### src/rtl/lampfpu_rnd_pack_if.sv
// Handshake/bus bundle between the div/sqrt datapath, the rounding/packing stage
// and the writeback consumer.
interface lampfpu_rnd_pack_if #(
  parameter int E_DW = 8,
  parameter int F_DW = 7
);
  logic              valid_i;
  logic              ready_o;
  logic              s_i;
  logic [E_DW-1:0]   e_i;
  logic [F_DW+4:0]   f_i;
  logic              isOverflow_i;
  logic              isUnderflow_i;
  logic              isToRound_i;
  logic              res_valid_o;
  logic              res_ready_i;
  logic [E_DW+F_DW:0] res_o;
  logic [2:0]        resFlags_o;
  logic [2:0]        flags_o;
  logic              flags_clr_i;

  modport slave (
    input  valid_i, s_i, e_i, f_i, isOverflow_i, isUnderflow_i, isToRound_i,
           res_ready_i, flags_clr_i,
    output ready_o, res_valid_o, res_o, resFlags_o, flags_o
  );

  modport master (
    output valid_i, s_i, e_i, f_i, isOverflow_i, isUnderflow_i, isToRound_i,
           res_ready_i, flags_clr_i,
    input  ready_o, res_valid_o, res_o, resFlags_o, flags_o
  );
endinterface

### src/rtl/lampfpu_rnd_pack.sv
// Round-to-nearest-even and bfloat16 packing stage with an output FIFO
// and sticky exception flags.
module lampfpu_rnd_pack #(
  parameter int LAMP_FLOAT_E_DW = 8,
  parameter int LAMP_FLOAT_F_DW = 7,
  parameter int OUT_DEPTH       = 2
) (
  input logic              clk,
  input logic              rst,
  lampfpu_rnd_pack_if.slave bus
);
  localparam int FW    = LAMP_FLOAT_F_DW + 5;
  localparam int EXT_W = LAMP_FLOAT_E_DW + 2;
  localparam int RW    = LAMP_FLOAT_E_DW + LAMP_FLOAT_F_DW + 1;
  localparam int PW    = $clog2(OUT_DEPTH);
  localparam int CW    = PW + 1;
  localparam logic [EXT_W-1:0] EMAX = {2'b00, {LAMP_FLOAT_E_DW{1'b1}}};

  logic [FW-1:0]              w_fn;
  logic [EXT_W-1:0]           w_eExt;
  logic [EXT_W-1:0]           w_eFin;
  logic                       w_loss;
  logic                       w_lsb;
  logic                       w_g;
  logic                       w_st;
  logic                       w_roundUp;
  logic                       w_nx;
  logic                       w_uf;
  logic                       w_ofl;
  logic [LAMP_FLOAT_F_DW+1:0] w_mant;
  logic [LAMP_FLOAT_F_DW-1:0] w_frac;
  logic [RW-1:0]              w_res;
  logic [2:0]                 w_flags;

  always_comb begin
    w_fn   = bus.f_i;
    w_eExt = {2'b00, bus.e_i};
    w_loss = 1'b0;
    // Overflow bit set: renormalise so the hidden bit sits at [FW-2]
    if (bus.f_i[FW-1]) begin
      w_fn   = {1'b0, bus.f_i[FW-1:2], bus.f_i[1] | bus.f_i[0]};
      w_eExt = {2'b00, bus.e_i} + EXT_W'(1);
      w_loss = bus.f_i[0];
    end
    w_lsb     = w_fn[3];
    w_g       = w_fn[2];
    w_st      = w_fn[1] | w_fn[0];
    w_roundUp = w_g & (w_st | w_lsb);
    w_mant    = {1'b0, w_fn[FW-2:3]} + {{(LAMP_FLOAT_F_DW+1){1'b0}}, w_roundUp};
    w_frac    = w_mant[LAMP_FLOAT_F_DW-1:0];
    w_eFin    = w_eExt;
    if (w_mant[LAMP_FLOAT_F_DW+1]) begin
      w_frac = '0;
      w_eFin = w_eExt + EXT_W'(1);
    end else if ((w_eExt == '0) && w_mant[LAMP_FLOAT_F_DW]) begin
      w_eFin = EXT_W'(1);
    end
    w_nx  = w_g | w_st | w_loss;
    w_uf  = (bus.isUnderflow_i | (w_eFin == '0)) & w_nx;
    w_ofl = (w_eFin >= EMAX) | bus.isOverflow_i;

    if (!bus.isToRound_i) begin
      w_res   = {bus.s_i, bus.e_i, bus.f_i[LAMP_FLOAT_F_DW+2:3]};
      w_flags = 3'b000;
    end else if (w_ofl) begin
      w_res   = {bus.s_i, {LAMP_FLOAT_E_DW{1'b1}}, {LAMP_FLOAT_F_DW{1'b0}}};
      w_flags = 3'b101;
    end else begin
      w_res   = {bus.s_i, w_eFin[LAMP_FLOAT_E_DW-1:0], w_frac};
      w_flags = {1'b0, w_uf, w_nx};
    end
  end

  logic [RW-1:0] r_memRes   [OUT_DEPTH];
  logic [2:0]    r_memFlags [OUT_DEPTH];
  logic [PW-1:0] r_wrPtr;
  logic [PW-1:0] r_rdPtr;
  logic [CW-1:0] r_count;
  logic [CW-1:0] w_countNext;
  logic          r_ready;
  logic [2:0]    r_flags;
  logic          w_push;
  logic          w_pop;
  logic          w_headValid;

  assign w_headValid = (r_count != '0);
  assign w_push      = bus.valid_i & r_ready;
  assign w_pop       = w_headValid & bus.res_ready_i;

  always_comb begin
    w_countNext = r_count;
    if (w_push && !w_pop)      w_countNext = r_count + CW'(1);
    else if (!w_push && w_pop) w_countNext = r_count - CW'(1);
  end

  always_ff @(posedge clk) begin
    if (w_push) begin
      r_memRes[r_wrPtr]   <= w_res;
      r_memFlags[r_wrPtr] <= w_flags;
    end
  end

  // ready is registered from the next count so res_ready_i never reaches ready_o
  always_ff @(posedge clk) begin
    if (rst) begin
      r_wrPtr <= '0;
      r_rdPtr <= '0;
      r_count <= '0;
      r_ready <= 1'b1;
      r_flags <= 3'b000;
    end else begin
      if (w_push) r_wrPtr <= r_wrPtr + PW'(1);
      if (w_pop)  r_rdPtr <= r_rdPtr + PW'(1);
      r_count <= w_countNext;
      r_ready <= (w_countNext < CW'(OUT_DEPTH));
      if (w_pop)
        r_flags <= (bus.flags_clr_i ? 3'b000 : r_flags) | r_memFlags[r_rdPtr];
      else if (bus.flags_clr_i)
        r_flags <= 3'b000;
    end
  end

  assign bus.ready_o     = r_ready;
  assign bus.res_valid_o = w_headValid;
  assign bus.res_o       = w_headValid ? r_memRes[r_rdPtr] : '0;
  assign bus.resFlags_o  = w_headValid ? r_memFlags[r_rdPtr] : 3'b000;
  assign bus.flags_o     = r_flags;
endmodule

### src/flat_wrapper.sv
// flat-port wrapper written by rule: the top's interface ports become plain ports
module lampfpu_rnd_pack_flat 
#(
  parameter int LAMP_FLOAT_E_DW = 8,
  parameter int LAMP_FLOAT_F_DW = 7,
  parameter int OUT_DEPTH       = 2
)
  (clk, rst, bus_valid_i, bus_s_i, bus_e_i, bus_f_i, bus_isOverflow_i, bus_isUnderflow_i, bus_isToRound_i, bus_res_ready_i, bus_flags_clr_i, bus_ready_o, bus_res_valid_o, bus_res_o, bus_resFlags_o, bus_flags_o);
  lampfpu_rnd_pack_if bus_i ();
  input logic clk;
  input logic rst;
  input wire logic [$bits(bus_i.valid_i)-1:0] bus_valid_i;
  input wire logic [$bits(bus_i.s_i)-1:0] bus_s_i;
  input wire logic [$bits(bus_i.e_i)-1:0] bus_e_i;
  input wire logic [$bits(bus_i.f_i)-1:0] bus_f_i;
  input wire logic [$bits(bus_i.isOverflow_i)-1:0] bus_isOverflow_i;
  input wire logic [$bits(bus_i.isUnderflow_i)-1:0] bus_isUnderflow_i;
  input wire logic [$bits(bus_i.isToRound_i)-1:0] bus_isToRound_i;
  input wire logic [$bits(bus_i.res_ready_i)-1:0] bus_res_ready_i;
  input wire logic [$bits(bus_i.flags_clr_i)-1:0] bus_flags_clr_i;
  output wire logic [$bits(bus_i.ready_o)-1:0] bus_ready_o;
  output wire logic [$bits(bus_i.res_valid_o)-1:0] bus_res_valid_o;
  output wire logic [$bits(bus_i.res_o)-1:0] bus_res_o;
  output wire logic [$bits(bus_i.resFlags_o)-1:0] bus_resFlags_o;
  output wire logic [$bits(bus_i.flags_o)-1:0] bus_flags_o;
  assign bus_i.valid_i = bus_valid_i;
  assign bus_i.s_i = bus_s_i;
  assign bus_i.e_i = bus_e_i;
  assign bus_i.f_i = bus_f_i;
  assign bus_i.isOverflow_i = bus_isOverflow_i;
  assign bus_i.isUnderflow_i = bus_isUnderflow_i;
  assign bus_i.isToRound_i = bus_isToRound_i;
  assign bus_i.res_ready_i = bus_res_ready_i;
  assign bus_i.flags_clr_i = bus_flags_clr_i;
  assign bus_ready_o = bus_i.ready_o;
  assign bus_res_valid_o = bus_i.res_valid_o;
  assign bus_res_o = bus_i.res_o;
  assign bus_resFlags_o = bus_i.resFlags_o;
  assign bus_flags_o = bus_i.flags_o;
  lampfpu_rnd_pack #(.LAMP_FLOAT_E_DW(LAMP_FLOAT_E_DW), .LAMP_FLOAT_F_DW(LAMP_FLOAT_F_DW), .OUT_DEPTH(OUT_DEPTH)) u_core (.clk(clk), .rst(rst), .bus(bus_i));
endmodule
### config.mk
export PLATFORM = sky130hd
export DESIGN_NAME = lampfpu_rnd_pack_flat
export DESIGN_NICKNAME = d
export VERILOG_FILES = /design/src/rtl/lampfpu_rnd_pack_if.sv /design/src/rtl/lampfpu_rnd_pack.sv /design/src/flat_wrapper.sv
export SDC_FILE = /design/constraint.sdc
export NUM_CORES = 1
export LEC_CHECK = 0
export ABC_AREA = 1
export CORE_UTILIZATION = 55
export CTS_CLUSTER_SIZE = 28
export DETAILED_ROUTE_END_ITERATION = 10
export PLACE_DENSITY = 0.9
export REMOVE_ABC_BUFFERS = 1
export SKIP_LAST_GASP = 1
export SYNTH_ARGS = -nofsm -noshare
export SYNTH_HDL_FRONTEND = slang
export SYNTH_SLANG_ARGS = --single-unit
### constraint.sdc
create_clock -name clk -period 6.06 [get_ports clk]
set_input_delay 1.818 -clock clk [delete_from_list [all_inputs] [get_ports clk]]
set_output_delay 1.818 -clock clk [all_outputs]
set_load 0.03 [all_outputs]
==> reports/metrics.cfg, run 1 <==
[clock_tree]
cts_root_buf = clkbuf_8
tritoncts = done
clk-insertion-delay-late_ns = 0.30
cts_sinks = 47
cts_resized = 0
cts_buffers = 5
post_cts_buffers = 0
h-tree-depth = 2
cts_buffer_depth = 2
clk_pin_slew_worst_paths_ns = 0.08
cts.hold.buffers_added = 0

[drt]
ant_nets = 0
routed_wl_um = 6860
drt_iter0_markers = 153
vias = 2767
drc = 0
avgViaCountPerCell = 5.29
first_pass_iters = 5
wl_per_cell_um = 13.1

[yosys]
synth.yosys.seq_area_share_pct = 42.9
synth_area_mm2 = 0.00308
yosys_warnings = 0
synth.distinct_cells = 36
synthTopCellsByArea = edfxtp_1, nand2_1, nor2_1
synth_edf_count = 38
async_reset_ff_share_pct = 0
synth_area_leader_cell = edfxtp_1
avgSynthCellArea_um2 = 7.63
synthFlopType = edfxtp_1
synth_top_area_share_pct = 37.0
synth_common_cells = nand2_1, nor2_1, inv_1
synth-seq-cells = 47
synthMostInstantiatedCell = nand2_1
synthCells = 404

[timing]
setup-tns-final_ns = 0
min_period_ns = 4.94
setup_viol = 0
skew_ns = 0.00341
worst_slew_margin_rel_pct = 52.1
hold_violations = 0
rsz0062_at_grt = no
tightest_slew_ns = 0.716
finalCritPeriodShare_pct = 81.5
drv_slew = 0
max_freq_ghz = 0.202

[power_and_ir_drop]
power_switching_uw = 377
seqPwrFrac_pct = 39.6
pwr-share-clk_pct = 21.5
intPower_uw = 671
p_comb_share_pct = 38.9
power_per_cell_area_mw_per_mm2 = 280
switching_share_pct = 36.0
p_leak_nw = 1.63
total_power_mw = 1.05
peakVddDrop_uv = 154

[global_routing]
overflow = 0
grt_use_total_pct = 25.2
grt_pass1_wl_um = 11800
grt_pass1_vias = 2598
grt_max_degree = 21
grt_antenna_before_repair = 0

[worst_setup_path]
cp_data_required_time_ns = 6.11
startpoint_type = input port
cp_data_arrival_time_ns = 4.99
cp_max_fo = 18
end_kind = flip-flop
crit_type = in -> reg

[final_layout]
drive_above_1_share_pct = 8.83
area_delta_synth_final_pct = 21.5
antennaDiodeCount = 0
fin_nets = 489

[floorplan]
start_util_pct = 58.9
ios = 53
die_y_um = 76.9
die_area_mm2 = 0.00591
row_count = 26
coreArea_mm2 = 0.00524
die_w_um = 76.9

[status]
status = finished, final reports clean

[flow_run]
cap_violations = 0

[placement]
place_congestion = 0.883
io_buffer_count = 52
hpwl_um = 5120

[min_path]
min_path_type = reg -> reg

-- final timing paths --
path / start / slack [ns] / endpoint / depth (start not counted)
hold reg to reg: u_core.r_count[0] / 0.49 / u_core.r_count[0] / 2
setup / recovery: bus_f_i[11] / 1.12 / u_core.r_memRes[0][11] / 16
hold / removal: u_core.r_count[0] / 0.49 / u_core.r_count[0] / 2
setup reg to reg: u_core.r_count[0] / 3.83 / u_core.r_count[1] / 11
-- power by group through the flow --
stage	sequential [mW]	clock (mW)	combinational, mW
after CTS	0.416	0.228	0.407
after global placement	0.421	0	0.395
after floorplan	0.425	0	0.241
after global routing	0.419	0.242	0.444
final	0.415	0.225	0.408
after detailed placement	0.424	0	0.405
-- sequential cells by signal, summed over array words and instances, names as in the netlist, named ones only --
name                count
u_core.bus.flags_o      3
u_core.bus.ready_o      1
u_core.r_count          2
u_core.r_memFlags       6
u_core.r_memRes        32
u_core.r_rdPtr          1
u_core.r_wrPtr          1
-- per-stage QoR --
stage / setup slack [ns] / hold WS [ns] / cell area, um2 / utilization [%] / instances
CTS: 1.18 / 0.494 / 3750 / 71.5 / 523
finish: 1.12 / 0.491 / 3750 / 71.5 / 523
detailed placement: 0.873 / 0.482 / 3630 / 69.4 / 515
global route: 0.859 / 0.524 / 3750 / 71.5 / 523
floorplan: 2.06 / 0.444 / 3000 / - / 390
global placement: 1.10 / 0.466 / 3630 / 69.4 / 515
-- metal layers --
layer	global-route usage (%)	vias up	part of all wire (%)
li1	-	1405	-
met1	32.7	1242	43
met2	41.9	105	48
met3	2.38	15	6.1
met4	12.5	0	2.8
met5	0	-	0
-- area by class of cell --
type,count,area [um2]
inverters,46,173
clock buffers,5,68.8
well taps,70,87.6
fillers,395,1490
multi-input cells,297,1510
flip-flops and latches,47,1320
repair buffers,55,543
clock inverters,3,43.8
-- worst max-delay path, stage by stage --
cell,delay (ns)
clkdlybuf4s50_1,0.75
nand2_1,0.16
a41oi_1,0.28
ha_1,0.22
ha_1,0.23
nand3_2,0.12
nor2_2,0.37
nand3_2,0.14
nor2_1,0.14
nand3_2,0.10
nand2_2,0.10
nor2_2,0.06
nand3b_4,0.19
nand3_1,0.11
nand2_1,0.10
nand2_1,0.09
-- cell families after synthesis --
logic type	after synthesis	share of synthesized area (%)
AO/OA/AOI/OAI	37	7.14
XOR/XNOR	8	2.52
adder cells (fa/ha/maj)	8	3.25
buffers and inverters	60	8.20
flip-flops	47	42.9
multiplexers	4	1.30
AND/OR/NAND/NOR	240	34.7
-- cells in the final DEF, fill, tap and decap left out, types with 2 or more instances in the layout --
cell type        instances
clkinv_1                 2
xnor2_1                  3
clkbuf_8                 5
ha_1                     8
clkdlybuf4s50_1         52
o21ai_0                 19
a21oi_1                  7
mux2i_1                  4
edfxtp_1                38
nand3_2                  5
buf_4                    3
nand3b_1                 2
nand2_1                103
inv_1                   41
inv_2                    3
o21ai_2                  4
nand4_1                 11
nor3_1                   2
dfxtp_1                  9
nor2_1                  76
nand2_2                  5
xor2_1                   4
nand3_1                 24
nor2_2                   8
a2bb2oi_1                3
No activity file was read; power rests on OpenSTA's default activity.
==> inputs of run 2 (changes only) <==
--- a/config.mk
+++ b/config.mk
@@ -6,10 +6,10 @@
 export NUM_CORES = 1
 export LEC_CHECK = 0
 export ABC_AREA = 1
-export CORE_UTILIZATION = 55
+export CORE_UTILIZATION = 53
 export CTS_CLUSTER_SIZE = 28
 export DETAILED_ROUTE_END_ITERATION = 10
-export PLACE_DENSITY = 0.9
+export PLACE_DENSITY = 0.88
 export REMOVE_ABC_BUFFERS = 1
 export SKIP_LAST_GASP = 1
 export SYNTH_ARGS = -nofsm -noshare
==> constraint.sdc (replaced) <==
create_clock -name clk -period 4.72 [get_ports clk]
set_input_delay 1.416 -clock clk [delete_from_list [all_inputs] [get_ports clk]]
set_output_delay 1.416 -clock clk [all_outputs]
set_load 0.03 [all_outputs]
==> run 2 against run 1 <==
  * Count of clock-buffer cells in the layout up 2
  * Critical path depth unchanged
  * Hold slack worse by 0.0013 ns
  * Critical path type unchanged
  * Largest cell class unchanged
  * Largest power group is now combinational cells
==> reports/metrics.cfg, run 2 (synthesis results as in run 1) <==
[worst_setup_path]
rrSetupSlack_ns = 2.58  ; was 3.83 ns
crit_type = in -> reg  ; unchanged
reg2reg_depth = 11  ; unchanged
cp_data_required_time_ns = 4.75  ; was 6.11 ns
cp_max_fo = 18  ; unchanged
end_kind = flip-flop  ; unchanged
startpoint_type = input port  ; unchanged
reg2reg_to = u_core.r_count[1]  ; unchanged
cp_data_arrival_time_ns = 4.19  ; was 4.99 ns
reg2reg_from = u_core.r_count[0]  ; unchanged

[global_routing]
grt_use_total_pct = 22.2  ; was 25.2%
overflow = 0  ; unchanged
grt_antenna_before_repair = 0  ; unchanged
grt_max_degree = 21  ; unchanged
grt_pass1_vias = 2454  ; was 2598
grt_pass1_wl_um = 10800  ; was 11800 um

[floorplan]
start_util_pct = 55.6  ; was 58.9%
row_count = 27  ; was 26
die_area_mm2 = 0.00613  ; was 0.00591 mm2
ios = 53  ; unchanged
die_w_um = 78.3  ; was 76.9 um
coreArea_mm2 = 0.00554  ; was 0.00524 mm2
die_y_um = 78.3  ; was 76.9 um

[timing]
rsz0062_at_grt = no  ; unchanged
max_freq_ghz = 0.240
skew_ns = 0.0125  ; was 0.00341 ns
min_period_ns = 4.16
hold_violations = 0  ; unchanged
finalCritPeriodShare_pct = 88.2
drv_slew = 0  ; unchanged
worst_slew_margin_rel_pct = 57.2  ; was 52.1%
whs_ns = 0.489  ; was 0.491 ns
layout_setup_ws_ns = 0.557  ; was 1.12 ns
setup_viol = 0  ; unchanged
tightest_slew_ns = 0.640  ; was 0.716 ns
setup-tns-final_ns = 0  ; unchanged

[drt]
drc = 0  ; unchanged
drt_iter0_markers = 115  ; was 153
vias = 2691  ; was 2767
routed_wl_um = 6500  ; was 6860 um
ant_nets = 0  ; unchanged
avgViaCountPerCell = 5.12  ; was 5.29
wl_per_cell_um = 12.4  ; was 13.1 um
first_pass_iters = 4  ; was 5

[power_and_ir_drop]
p_leak_nw = 1.62  ; was 1.63 nW
pwr-share-clk_pct = 17.5  ; was 21.5%
switching_share_pct = 36.7  ; was 36.0%
power_per_cell_area_mw_per_mm2 = 344  ; was 280 mW/mm2
peakVddDrop_uv = 206  ; was 154 uV
seqPwrFrac_pct = 40.7  ; was 39.6%
total_power_mw = 1.28  ; was 1.05 mW
power_switching_uw = 471  ; was 377 uW
intPower_uw = 811  ; was 671 uW
p_comb_share_pct = 41.8  ; was 38.9%

[clock_tree]
cts.hold.buffers_added = 0  ; unchanged
cts_root_buf = clkbuf_8  ; unchanged
post_cts_buffers = 0  ; unchanged
cts_buffer_depth = 2  ; unchanged
cts_resized = 0  ; unchanged
tritoncts = done  ; unchanged
clk-insertion-delay-late_ns = 0.29  ; was 0.30 ns
clk_pin_slew_worst_paths_ns = 0.08  ; about the same
cts_sinks = 47  ; unchanged
cts_buffers = 5  ; unchanged
h-tree-depth = 2  ; unchanged

[min_path]
min_path_type = reg -> reg  ; unchanged
hold_path_depth = 2  ; unchanged
hold_end = u_core.bus.flags_o[0]  ; was u_core.r_count[0]
worstHoldStart = u_core.bus.flags_o[0]  ; was u_core.r_count[0]

[final_layout]
drive_above_1_share_pct = 8.59  ; was 8.83%
fin_nets = 490  ; was 489
final_cells = 526  ; was 523
area_delta_synth_final_pct = 20.8  ; was 21.5%
largest_reg_flops = 32  ; unchanged
post-route-util_pct = 67.2  ; was 71.5%
multi_input_area_mm2 = 0.00151  ; unchanged
layout_commonest_cell = nand2_1  ; unchanged
final_cell_mix = nand2_1, nor2_1, clkdlybuf4s50_1, inv_1, edfxtp_1  ; unchanged
seq_area_mm2 = 0.00132  ; unchanged
final_area_mm2 = 0.00372  ; was 0.00375 mm2
fill_cells = 457  ; was 395
top_register = u_core.r_memRes  ; unchanged
antennaDiodeCount = 0  ; unchanged

[status]
status = finished, final reports clean  ; unchanged

[placement]
hpwl_um = 5000  ; was 5120 um
pre_cts_slack_ns = 0.276  ; was 0.873 ns
place_congestion = 0.892  ; was 0.883
dp_cells = 518  ; was 515
io_buffer_count = 52  ; unchanged
dpl_cell_area_mm2 = 0.00364  ; was 0.00363 mm2

[flow_run]
cap_violations = 0  ; unchanged

-- run 2: changes by cell type in the layout (fill, tap and decap cells not counted), sizes merged --
cell,before,now
clkbuf,5,7
buf,3,4
bufinv,1,0
clkinv,4,3
-- run 2: worst max-delay path by stage --
| stage | startpoint | to | slack, ns | cells after the start |
|---|---|---|---|---|
| 6_report | bus_f_i[11] | u_core.r_memRes[1][2] | 0.56 | 16 |
| 5_1_grt | bus_f_i[11] | u_core.r_memFlags[1][0] | 0.17 | 17 |
| 4_1_cts | bus_f_i[11] | u_core.r_memRes[0][1] | 0.58 | 16 |
| 3_5_place_dp | bus_f_i[11] | u_core.r_memRes[1][1] | 0.28 | 15 |
| 3_3_place_gp | bus_f_i[11] | u_core.r_memRes[1][0] | 0.39 | 15 |
| 2_1_floorplan | bus_f_i[11] | u_core.r_memFlags[0][0] | 1.12 | 16 |
-- run 2: worst max-delay path, cell delays in order --
cell	delay, ns
clkdlybuf4s50_1	0.51
inv_2	0.15
nand2_1	0.08
a41oi_1	0.19
ha_1	0.19
ha_1	0.22
nand3_2	0.12
nor2_2	0.34
nand3_1	0.11
o21ai_0	0.09
inv_1	0.08
nor2_1	0.11
nand3_1	0.07
nand3b_4	0.27
nand4_1	0.13
nand2_1	0.11
-- run 2: area by class of cell --
cell class	count	area share [%]
inverter	46	4.64
tap	72	2.42
multi-input combinational	297	40.5
clock inverter	1	0.134
sequential	47	35.5
timing repair buffer	56	14.8
clock buffer	7	2.05
-- run 2: per-layer routing --
layer  up-vias  GRT usage (%)  routed length (um)
li1       1410              -                   -
met1      1216           27.7                2930
met2        59           40.2                3280
met3         6           2.21                 228
met4         0           6.67                  72
met5         -              0                   0
-- run 2: power by group through the flow --
stage	Sequential, mW	Combinational, mW	Clock, mW
global placement	0.528	0.523	0
global route	0.526	0.582	0.244
detailed placement	0.531	0.536	0
CTS	0.522	0.537	0.224
finish	0.522	0.535	0.224
floorplan	0.545	0.310	0
==> inputs of run 3 (changes only) <==
--- a/config.mk
+++ b/config.mk
@@ -12,6 +12,7 @@
 export PLACE_DENSITY = 0.88
 export REMOVE_ABC_BUFFERS = 1
 export SKIP_LAST_GASP = 1
+export SLEW_MARGIN = 5
 export SYNTH_ARGS = -nofsm -noshare
 export SYNTH_HDL_FRONTEND = slang
 export SYNTH_SLANG_ARGS = --single-unit
==> results of run 3 <==
The final DEF is identical to that of run 2; final timing and power are the same.
==> patch: new RTL, settings of run 2 <==
Put a register stage on the output `bus.resFlags_o`, without a reset. The value now appears one clock later.
--- a/src/rtl/lampfpu_rnd_pack.sv
+++ b/src/rtl/lampfpu_rnd_pack.sv
@@ -123,7 +123,9 @@
   assign bus.ready_o     = r_ready;
   assign bus.res_valid_o = w_headValid;
   assign bus.res_o       = w_headValid ? r_memRes[r_rdPtr] : '0;
-  assign bus.resFlags_o  = w_headValid ? r_memFlags[r_rdPtr] : 3'b000;
+  always_ff @(posedge clk) begin
+    bus.resFlags_o <= w_headValid ? r_memFlags[r_rdPtr] : 3'b000;
+  end
   assign bus.flags_o     = r_flags;
 endmodule
 
Function: changed (a bounded check fails within 4 cycles, from zero or initial values and one cycle with rst high).
==> patch against run 2 <==
- clock power increased by 32%
- via count increased by 1.5%
- critical path depth decreased by 1
- clock skew decreased by 4.6 ps
- largest cell class unchanged
- setup slack got worse by 12 ps
- fmax decreased by 0.29%
- register-to-register slack got worse by 170 ps
- highest routed layer unchanged
- worst hold slack got worse by 10 ps
- sequential cell count increased by 3
- final area increased by 2.7%
- wire length increased by 4.3%
- total power increased by 9.3%
- synthesized area increased by 2.2%
- critical path type unchanged
==> patch: results (changes against run 2) <==
| Metric | Value |
|---|---|
| Starting DRC count in detailed routing | `139 (+21%)` |
| Bufs w/o clock | `57 (+1.8%)` |
| Most frequent cells after synthesis | `nand2_1 (100), nor2_1 (70), inv_1 (48)` |
| Final clock-cell share | `2.98% (+0.79 points)` |
| NetSw | `0.501 mW (+6.5%)` |
| CP max stage delay | `600 ps (+90 ps)` |
| Worst Reg-to-Reg Cells | `13 (+2)` |
| Seq_cells | `50 (+6.4%)` |
| Worst min-delay path endpoint | `u_core.r_count[0]` |
| GRT Total Usage | `22.7% (+0.50 points)` |
| Share of layout cells above drive strength 1 | `9.41% (+0.82 points)` |
| FF/Latch Area | `1380 um^2 (+4.5%)` |
| VDD IR max | `0.270 mV (+31%)` |
| Routed length per instance | `12.8 um (+3.7%)` |
| Pre-CTS WS | `227 ps (-49.2 ps)` |
| Post-CTS sizing | `0 (unchanged)` |
| Vias | `2,731 (+1.5%)` |
| Core area | `5610 um^2 (+1.2%)` |
| Area occupied by multi-input gates | `1480 um^2 (-1.7%)` |
| Comb pwr | `0.548 mW (+2%)` |
| Leakage | `1.67 nW (+3.3%)` |
| Clock buffer depth | `2 (unchanged)` |
| Worst EP arrival | `4220 ps (+30 ps)` |
| DPL Wire Length | `5140 um (+2.7%)` |
| Worst reg2reg setup slack | `2410 ps (-170 ps)` |
| Signal inverters | `52 (+13%)` |
| RePlAce Congestion | `0.890 (-0.26%)` |
| Main area contributors after synthesis | `edfxtp_1 (36%), nand2_1 (12%), nor2_1 (8.3%), dfxtp_1 (7.6%), inv_1 (5.7%)` |
| NonClk Buf Share | `14.6% (-0.19 points)` |
| Gate power share | `39.1% (-2.7 points)` |
| HP Start | `u_core.r_count[0]` |
| Max-slew headroom | `60.3% (+3.2 points)` |
| Synth cell types | `38 (+5.6%)` |
| Top_reg_cell synth | `edfxtp_1` |
| Seq. pwr | `0.556 mW (+6.5%)` |
| Number of global-route vias before repair | `2,609 (+6.3%)` |
| Worst flop-to-flop path endpoint | `u_core.bus.ready_o` |
| Hold_ws | `479 ps (-10.4 ps)` |
| Global-route wire length before repair | `11,200 um (+4.1%)` |
| Filler cells | `453 (-0.88%)` |
| Register area share after synthesis | `43.9% (+1.0 points)` |
| Final Net Count | `493 (+0.61%)` |
| Multi-input comb cells | `290 (-2.4%)` |
| Status | `completed` |
| Placed cell areas | `3710 um^2 (+1.8%)` |
| Tcrit/Tclk final | `88.4% (+0.25 points)` |
| Clock skew | `7.93 ps (-4.62 ps)` |
| Critical path capture point | `u_core.r_memRes[1][7]` |
| Synth Warn # | `0 (unchanged)` |
## patch: cell count changes in the layout (fill, tap and decap cells not counted), moves of 3 or more
cell,before,now
dfxtp_1,9,12
inv_1,41,48
nand2_1,103,100
nand3_1,24,28
nor2_1,76,70
nor2_2,8,5
nor2_4,1,4
## patch: routing by layer
layer,GRT usage (%),wire [um]
met3,2.41,266
met2,41.1,3420
met5,0,0
met1,27.6,3010
met4,8.18,86
## patch: kinds of logic after synthesis
| kind of cell | synth area share, % |
|---|---|
| compound gates | 7.31 |
| fa+ha+maj | 3.18 |
| xor+xnor | 2.19 |
| flops | 43.9 |
| mux | 1.27 |
| simple gates | 33.1 |
| buf+inv | 9.06 |
## patch: per-stage QoR
| stage | utilization, % | cells |
|---|---|---|
| final | 68.2 | 529 |
| after detailed placement | 66.2 | 521 |
| after CTS | 68.2 | 529 |
| after floorplan | - | 392 |
| after global placement | 66.2 | 521 |
| after global routing | 68.2 | 529 |
